### config.mk
export PLATFORM = sky130hd
export DESIGN_NAME = spi_master
export DESIGN_NICKNAME = d
export VERILOG_FILES = /design/src/rtl/spi_master.sv
export SDC_FILE = /design/constraint.sdc
export NUM_CORES = 1
export LEC_CHECK = 0
export BUFFER_PORTS_ARGS = -buffer_cell sky130_fd_sc_hd__buf_2
export CAP_MARGIN = 40
export CORE_ASPECT_RATIO = 0.5
export CORE_MARGIN = 2
export CORE_UTILIZATION = 59
export DETAILED_ROUTE_END_ITERATION = 6
export GPL_ROUTABILITY_DRIVEN = 0
export HOLD_SLACK_MARGIN = 0.05
export PLACE_DENSITY = 0.86
export SLEW_MARGIN = 20
export SYNTH_ARGS = -nofsm -noshare
export SYNTH_HDL_FRONTEND = slang
export SYNTH_SLANG_ARGS = --single-unit
### constraint.sdc
create_clock -name clk -period 3.5 [get_ports clk]
set_input_delay 0.35 -clock clk [delete_from_list [all_inputs] [get_ports clk]]
set_output_delay 0.35 -clock clk [all_outputs]
set_load 0.02 [all_outputs]
### src/rtl/spi_master.sv
// SPI master with runtime divider, CPOL/CPHA, MSB-first shifting and done pulse.
// Optional macro SPI_MASTER_AUTO_CS_EN drives spi_cs_n from busy instead of cs_n_in.
module spi_master #(
  parameter int DATA_W = 8,
  parameter int DIV_W  = 8
) (
  input  logic              clk,
  input  logic              reset,
  input  logic              tx_strobe,
  input  logic              rx_strobe,
  input  logic [DATA_W-1:0] din,
  input  logic [DIV_W-1:0]  div,
  input  logic              cpol,
  input  logic              cpha,
  input  logic              cs_n_in,
  output logic [DATA_W-1:0] dout,
  output logic              busy,
  output logic              done,
  output logic              spi_clk,
  output logic              spi_do,
  input  logic              spi_di,
  output logic              spi_cs_n
);
  localparam int HW = $clog2(2 * DATA_W);
  localparam logic [HW-1:0] LAST_HALF = HW'(2 * DATA_W - 1);

  typedef enum logic {IDLE = 1'b0, XFER = 1'b1} state_e;

  state_e              state_q, state_d;
  logic                strobe_q;
  logic [DIV_W-1:0]    div_q, div_d, cnt_q, cnt_d;
  logic                cpol_q, cpol_d, cpha_q, cpha_d;
  logic [HW-1:0]       half_q, half_d;
  logic [DATA_W-1:0]   shreg_q, shreg_d, dout_q, dout_d;
  logic                rxbit_q, rxbit_d;
  logic                busy_q, busy_d, done_q, done_d;
  logic                sclk_q, sclk_d, mosi_q, mosi_d, cs_n_q, cs_n_d;
  logic                start_s, boundary_s, leading_s, last_s, shift_s, sample_s;

  assign start_s    = (tx_strobe | rx_strobe) & ~strobe_q & (state_q == IDLE);
  assign boundary_s = (state_q == XFER) && (cnt_q == div_q);
  assign leading_s  = ~half_q[0];
  assign last_s     = boundary_s && (half_q == LAST_HALF);
  // CPHA=1 holds the MSB through the first leading edge, so that edge does not shift.
  assign shift_s    = boundary_s && (cpha_q ? (leading_s && (half_q != '0)) : ~leading_s);
  assign sample_s   = boundary_s && (cpha_q ? ~leading_s : leading_s);

  // State and output registers.
  always_ff @(posedge clk or posedge reset) begin
    if (reset) begin
      state_q  <= IDLE;
      strobe_q <= 1'b0;
      div_q    <= '0;
      cnt_q    <= '0;
      cpol_q   <= 1'b0;
      cpha_q   <= 1'b0;
      half_q   <= '0;
      shreg_q  <= '0;
      rxbit_q  <= 1'b0;
      dout_q   <= '0;
      busy_q   <= 1'b0;
      done_q   <= 1'b0;
      sclk_q   <= 1'b0;
      mosi_q   <= 1'b1;
      cs_n_q   <= 1'b1;
    end else begin
      state_q  <= state_d;
      strobe_q <= tx_strobe | rx_strobe;
      div_q    <= div_d;
      cnt_q    <= cnt_d;
      cpol_q   <= cpol_d;
      cpha_q   <= cpha_d;
      half_q   <= half_d;
      shreg_q  <= shreg_d;
      rxbit_q  <= rxbit_d;
      dout_q   <= dout_d;
      busy_q   <= busy_d;
      done_q   <= done_d;
      sclk_q   <= sclk_d;
      mosi_q   <= mosi_d;
      cs_n_q   <= cs_n_d;
    end
  end

  // Next-state, timing counters and shift register.
  always_comb begin
    state_d = state_q;
    div_d   = div_q;
    cpol_d  = cpol_q;
    cpha_d  = cpha_q;
    cnt_d   = cnt_q;
    half_d  = half_q;
    shreg_d = shreg_q;
    rxbit_d = rxbit_q;
    case (state_q)
      IDLE: begin
        if (start_s) begin
          state_d = XFER;
          div_d   = div;
          cpol_d  = cpol;
          cpha_d  = cpha;
          cnt_d   = '0;
          half_d  = '0;
          shreg_d = tx_strobe ? din : '1;
        end else begin
          state_d = IDLE;
        end
      end
      XFER: begin
        if (boundary_s) begin
          cnt_d  = '0;
          half_d = half_q + 1'b1;
        end else begin
          cnt_d  = cnt_q + 1'b1;
        end
        if (sample_s) begin
          rxbit_d = spi_di;
        end else begin
          rxbit_d = rxbit_q;
        end
        if (shift_s) begin
          shreg_d = {shreg_q[DATA_W-2:0], rxbit_q};
        end else begin
          shreg_d = shreg_q;
        end
        if (last_s) begin
          state_d = IDLE;
        end else begin
          state_d = XFER;
        end
      end
      default: state_d = IDLE;
    endcase
  end

  // Output next values.
  always_comb begin
    busy_d = (state_d == XFER);
    done_d = last_s;
    if (last_s) begin
      dout_d = {shreg_q[DATA_W-2:0], (cpha_q ? spi_di : rxbit_q)};
    end else begin
      dout_d = dout_q;
    end
    if (state_d == XFER) begin
      mosi_d = shreg_d[DATA_W-1];
    end else begin
      mosi_d = 1'b1;
    end
    if (start_s) begin
      sclk_d = cpol;
    end else if (boundary_s) begin
      sclk_d = ~sclk_q;
    end else begin
      sclk_d = sclk_q;
    end
`ifdef SPI_MASTER_AUTO_CS_EN
    cs_n_d = ~busy_d;
`else
    cs_n_d = cs_n_in;
`endif
  end

  assign dout     = dout_q;
  assign busy     = busy_q;
  assign done     = done_q;
  assign spi_clk  = sclk_q;
  assign spi_do   = mosi_q;
  assign spi_cs_n = cs_n_q;
endmodule

---- Word level (Yosys, flattened, before mapping) ----
Cells that the tools add are included.
operators by class
  reductions and logical operators ........ 11
  eq/ne operators ......................... 5
  mux-type cells .......................... 19
  $add $sub $neg .......................... 2
  bitwise gates (word level) .............. 7
operator list
  operator             count
  $mux 8               5
  $pmux 8 s2           2
  $add 8x1->8 const B  1
  $eq 8x8->1           1
  $mux 1               8
  $mux 4               2
  $pmux 4 s2           1
  $reduce_and 2->1     4
  $logic_and 1x1->1    5
  $add 4x1->4 const B  1
  $eq 4x4->1 const B   1
  $ne 2x1->1 const B   2
  $not 1->1            4
  $reduce_bool 4->1    1
  $and 1x1->1          2
  $ne 2x2->1 const B   1
  $pmux 1 s2           1
  $reduce_bool 2->1    1
  $or 1x1->1           1
storage, ports and cells
  input bits .............................. 24
  logic and storage cells ................. 58
  bits in registers ....................... 44

---- Logic depth before layout (Yosys ltp) ----
  word-level depth ........................ 7
  depth in mapped cells ................... 7
  depth with buffers taken out ............ 7

---- Worst setup path after synthesis ----
No wires, ideal clock.
  path kind ............................... register -> register
  from .................................... register cnt_q[6]
  to ...................................... register dout_q[0], in the netlist dout[0]
  data arrival time ....................... 1.728 ns
  path buffers ............................ 1
  cell stages (with the launch flop) ...... 7
  setup time .............................. 0.128 ns
  required time ........................... 3.372 ns
  period minus slack after synthesis ...... 1.855 ns
  path slack .............................. 1.645 ns
  path through ............................ dfrtp_1 > xnor2_1 > nand4_2 > nor3_2 > and4_1 > buf_4 > mux2_1
on the way
  cells in the longest elaborated chain, start to end .. 3
ends and longest elaborated chain
  item                    line  text
  start, declared         31    logic [DIV_W-1:0] div_q, div_d, cnt_q, cnt_d;
  start signal, assigned  70    cnt_q <= cnt_d;
  $eq 8x8->1              41    assign boundary_s = (state_q == XFER) && (cnt_q == div_q);
  $logic_and 1x1->1       41
  $logic_and 1x1->1       43    assign last_s = boundary_s && (half_q == LAST_HALF);
  net done_d              36    logic busy_q, busy_d, done_q, done_d;
  end signal, assigned    76    dout_q <= dout_d;
  end, declared           34    logic [DATA_W-1:0] shreg_q, shreg_d, dout_q, dout_d;
The timed path passes the listed nets, and every way through them passes these cells.
A chain may end at the register's enable or synchronous reset.

---- Worst setup path after layout ----
  from .................................... register cnt_q[3]
  to ...................................... register dout_q[2], in the netlist dout[2]
on the way
  cells in the longest elaborated chain, start to end .. 3
ends and longest elaborated chain
  item               line
  $eq 8x8->1         41
  $logic_and 1x1->1  41
  $logic_and 1x1->1  43
Every way passes these cells.

==> impl_summary.log <==
INFO  metric clk_latency = 300 ps
INFO  metric startpoint_type = flop
INFO  metric maxCapViolations = 0
INFO  metric die_area = roughly 4000 um^2
INFO  metric p_per_area = around 700 nW/um^2
INFO  metric leakage = about 1.2 nW
INFO  metric clock_path_buffers = 2
INFO  metric routed_wire_length_per_instance = roughly 15 um
INFO  metric grt.overflow.total = 0
INFO  metric post_synth_instance_area = roughly 2100 um^2
INFO  metric clk_root_buffer_cell = sky130_fd_sc_hd__clkbuf_8
INFO  metric yosysUniqueCellTypes = 44
INFO  metric grt_use_total = between 20% and 30%
INFO  metric clock_skew = approximately 4.4 ps
INFO  metric fin_tns_setup = 0 ps
INFO  metric cts_tree = done
INFO  metric final_nets = between 200 and 300
INFO  metric remaining_drc_errors = 0
INFO  metric cts.reportedPaths.clkPinSlew = roughly 80 ps
INFO  metric met1_demand_to_capacity_share_in_global_routing = 27.7%
INFO  metric final.period_utilization = 66.6%
INFO  metric syn_area_per_cell = 10.5 um^2
INFO  metric synth.net_count = ~230
INFO  metric floorplan.initialDensity = 61.3%
INFO  metric r2r-start = cnt_q[3]
INFO  metric cts_buffers = 5
INFO  metric final.min_clock_period = between 2000 and 2500 ps
INFO  metric grt_busiest_layer = met2
INFO  metric ctsHtreeMaxLevel = 2
INFO  metric nFillCells = between 200 and 300
INFO  metric via_total_after_detailed_routing = around 1600
INFO  metric unrepaired_setup_endpoints_after_global_routing = false
INFO  metric pin_count_of_the_biggest_net_entering_global_routing = 45
INFO  metric vdd_drop_max = approximately 0.33 mV
INFO  metric syn_inst = 199
INFO  metric detail_route.iter0.violations = between 100 and 150
INFO  metric place.port_buffers = 36
INFO  metric cts-resized-gates = 0
INFO  metric routed_wirelength = between 4 and 5 mm
INFO  metric cts_num_sinks = 44
INFO  metric grt_use_met2 = ~39%
INFO  metric die_width = about 88 um
INFO  metric layout_commonest_cell = sky130_fd_sc_hd__dfrtp_1
INFO  metric timing.setup.critical_path_class = flop to flop
INFO  metric cp_data_arrival_time = 2510 ps
INFO  metric worst_setup_path_end_kind = flop
INFO  metric sequential_fraction_of_the_synthesis_area = a little over half
INFO  metric number_of_antenna_violations_at_the_first_check_in_global_routing = 0
INFO  metric pin_count = 37
INFO  metric fmax = between 400 and 500 MHz
INFO  metric post_drt_via_cell_ratio = approximately 5.6
INFO  metric worst_hold_slack = approximately 140 ps
INFO  metric num_antenna_cells = 0
INFO  metric slew_headroom = 57.0%
INFO  metric floorplan.core_area = around 3400 um^2
INFO  metric grt_first_pass_wirelength = 6.74 mm
INFO  metric setup_fix_bufs_post_cts = 0
INFO  metric postSynth.topFlopCell = sky130_fd_sc_hd__dfrtp_1
INFO  metric grt_pass1_vias = between 1500 and 2000
INFO  metric final-hold-violation-count = 0
INFO  metric worst-slew-pin-transition = around 640 ps
INFO  metric hold_class = input pin to flop
INFO  metric hpwl = approximately 3.0 mm
INFO  metric global_route_track_usage_on_met3 = 6.34%
INFO  metric synth_edf_count = 0
INFO  metric chipHeight = around 46 um
INFO  metric drv_slew = 0
INFO  metric number_of_warnings_reported_in_the_yosys_synthesis_log = 0
INFO  metric status = completed
INFO  metric worstSetupStartpoint = cnt_q[3]
INFO  metric drt-pass1-iter-count = 6
INFO  metric postSynthRegisterBits = 44
INFO  metric finalSetupViolCount = 0
INFO  metric synth-async-reset-ratio = 100%
INFO  metric post_cts_hold_buffer_count = 0
INFO  metric critical_path_required = around 3700 ps
INFO  metric layout_common_cells = sky130_fd_sc_hd__dfrtp_1 (42), sky130_fd_sc_hd__nand2_1 (36), sky130_fd_sc_hd__buf_2 (36), sky130_fd_sc_hd__inv_1 (14), sky130_fd_sc_hd__nor2_1 (12)
INFO  metric fp-row-count = 15
INFO  metric area_grow_syn2layout = 16.5%
INFO  metric timing.hold.worst.start = cs_n_in
INFO  metric ant_nets = 0
INFO  metric crit_path_max_fanout = 13
INFO  metric post_route_cells_drive_above_1_share = 25.1%
==> per-layer routing <==
metal | up-vias | wire (um)
met5 | - | 0
met2 | 44 | 2130
met3 | 10 | 231
met1 | 797 | 1840
li1 | 774 | -
met4 | 0 | 75
==> worst max-delay path, cell delays in order (launching register included) <==
cell	delay, ps
sky130_fd_sc_hd__dfrtp_1	450
sky130_fd_sc_hd__xnor2_1	230
sky130_fd_sc_hd__nand4_2	220
sky130_fd_sc_hd__nor3_2	210
sky130_fd_sc_hd__buf_4	200
sky130_fd_sc_hd__and4_1	530
sky130_fd_sc_hd__mux2_1	370
==> area by class of cell <==
| cell class | instances | area, um^2 | area share [%] |
|---|---|---|---|
| clock buffer | 6 | 82.6 | 3.40 |
| clock inverter | 2 | 38.8 | 1.60 |
| inverter | 14 | 52.6 | 2.17 |
| multi-input combinational | 134 | 882 | 36.4 |
| sequential | 44 | 1100 | 45.5 |
| tap | 51 | 63.8 | 2.63 |
| timing repair buffer | 39 | 203 | 8.35 |
==> state kept, by name, indices dropped and copies added (netlist names) <==
register / cells
spi_clk: 1
cnt_q: 8
done: 1
rxbit_q: 1
half_q: 4
shreg_q: 8
div_q: 8
spi_cs_n: 1
spi_do: 1
busy: 1
cpha_q: 1
strobe_q: 1
dout: 8
==> path summary, 6_finish.rpt <==
path                       endpoint  slack [ps]  cells past startpoint
max in group asynchronous    spi_do        2940                      3
min in group asynchronous   dout[5]         170                      3
max reg2reg                 dout[2]        1170                      6
min                        spi_cs_n         140                      1
max                         dout[2]        1170                      6
min reg2reg                 dout[3]         490                      1
==> kinds of logic (layout without fill, tap and decap cells) <==
| group | Yosys count | in the layout | synth area share (%) |
|---|---|---|---|
| xor gates and xnor gates | 10 | 10 | 4.21 |
| AOI/OAI and AO/OA | 35 | 35 | 12.0 |
| buffers and inverters | 21 | 61 | 4.63 |
| adders and majority gates | 3 | 3 | 1.80 |
| and+or+nand+nor | 75 | 75 | 18.4 |
| DFF | 44 | 44 | 53.0 |
| muxes | 11 | 11 | 5.95 |
==> through the flow <==
step	cells	area, um^2	worst slack (ps)	utilization, %	power (mW)
finish	290	2430	1170	71.4	1.66
global route	290	2430	1040	71.4	1.75
CTS	290	2430	1160	71.4	1.67
detailed placement	282	2300	1210	67.8	1.25
global placement	282	2300	1310	67.8	1.22
floorplan	199	2080	1640	-	1.13
==> cells in the mapped netlist (3+ instances only) <==
cell type,count,area share (%)
sky130_fd_sc_hd__nand3_1,4,0.96
sky130_fd_sc_hd__dfrtp_1,42,50
sky130_fd_sc_hd__a221o_1,7,3.4
sky130_fd_sc_hd__a21oi_1,10,2.4
sky130_fd_sc_hd__inv_1,14,2.5
sky130_fd_sc_hd__nor2_1,12,2.2
sky130_fd_sc_hd__nand2_1,36,6.5
sky130_fd_sc_hd__mux2_1,8,4.3
sky130_fd_sc_hd__o21ai_0,6,1.4
sky130_fd_sc_hd__ha_1,3,1.8
sky130_fd_sc_hd__xnor2_1,9,3.8
sky130_fd_sc_hd__buf_2,3,0.72
sky130_fd_sc_hd__nor3_1,4,0.96
sky130_fd_sc_hd__mux2_2,3,1.6
==> report_power, final <==
part	internal, mW	switching, mW	leakage, nW	total, mW
sequential	0.657	0.155	0.545	0.812
combinational	0.224	0.217	0.620	0.441
clock	0.233	0.177	0.0614	0.410
Power figures use the tool's default switching activity.
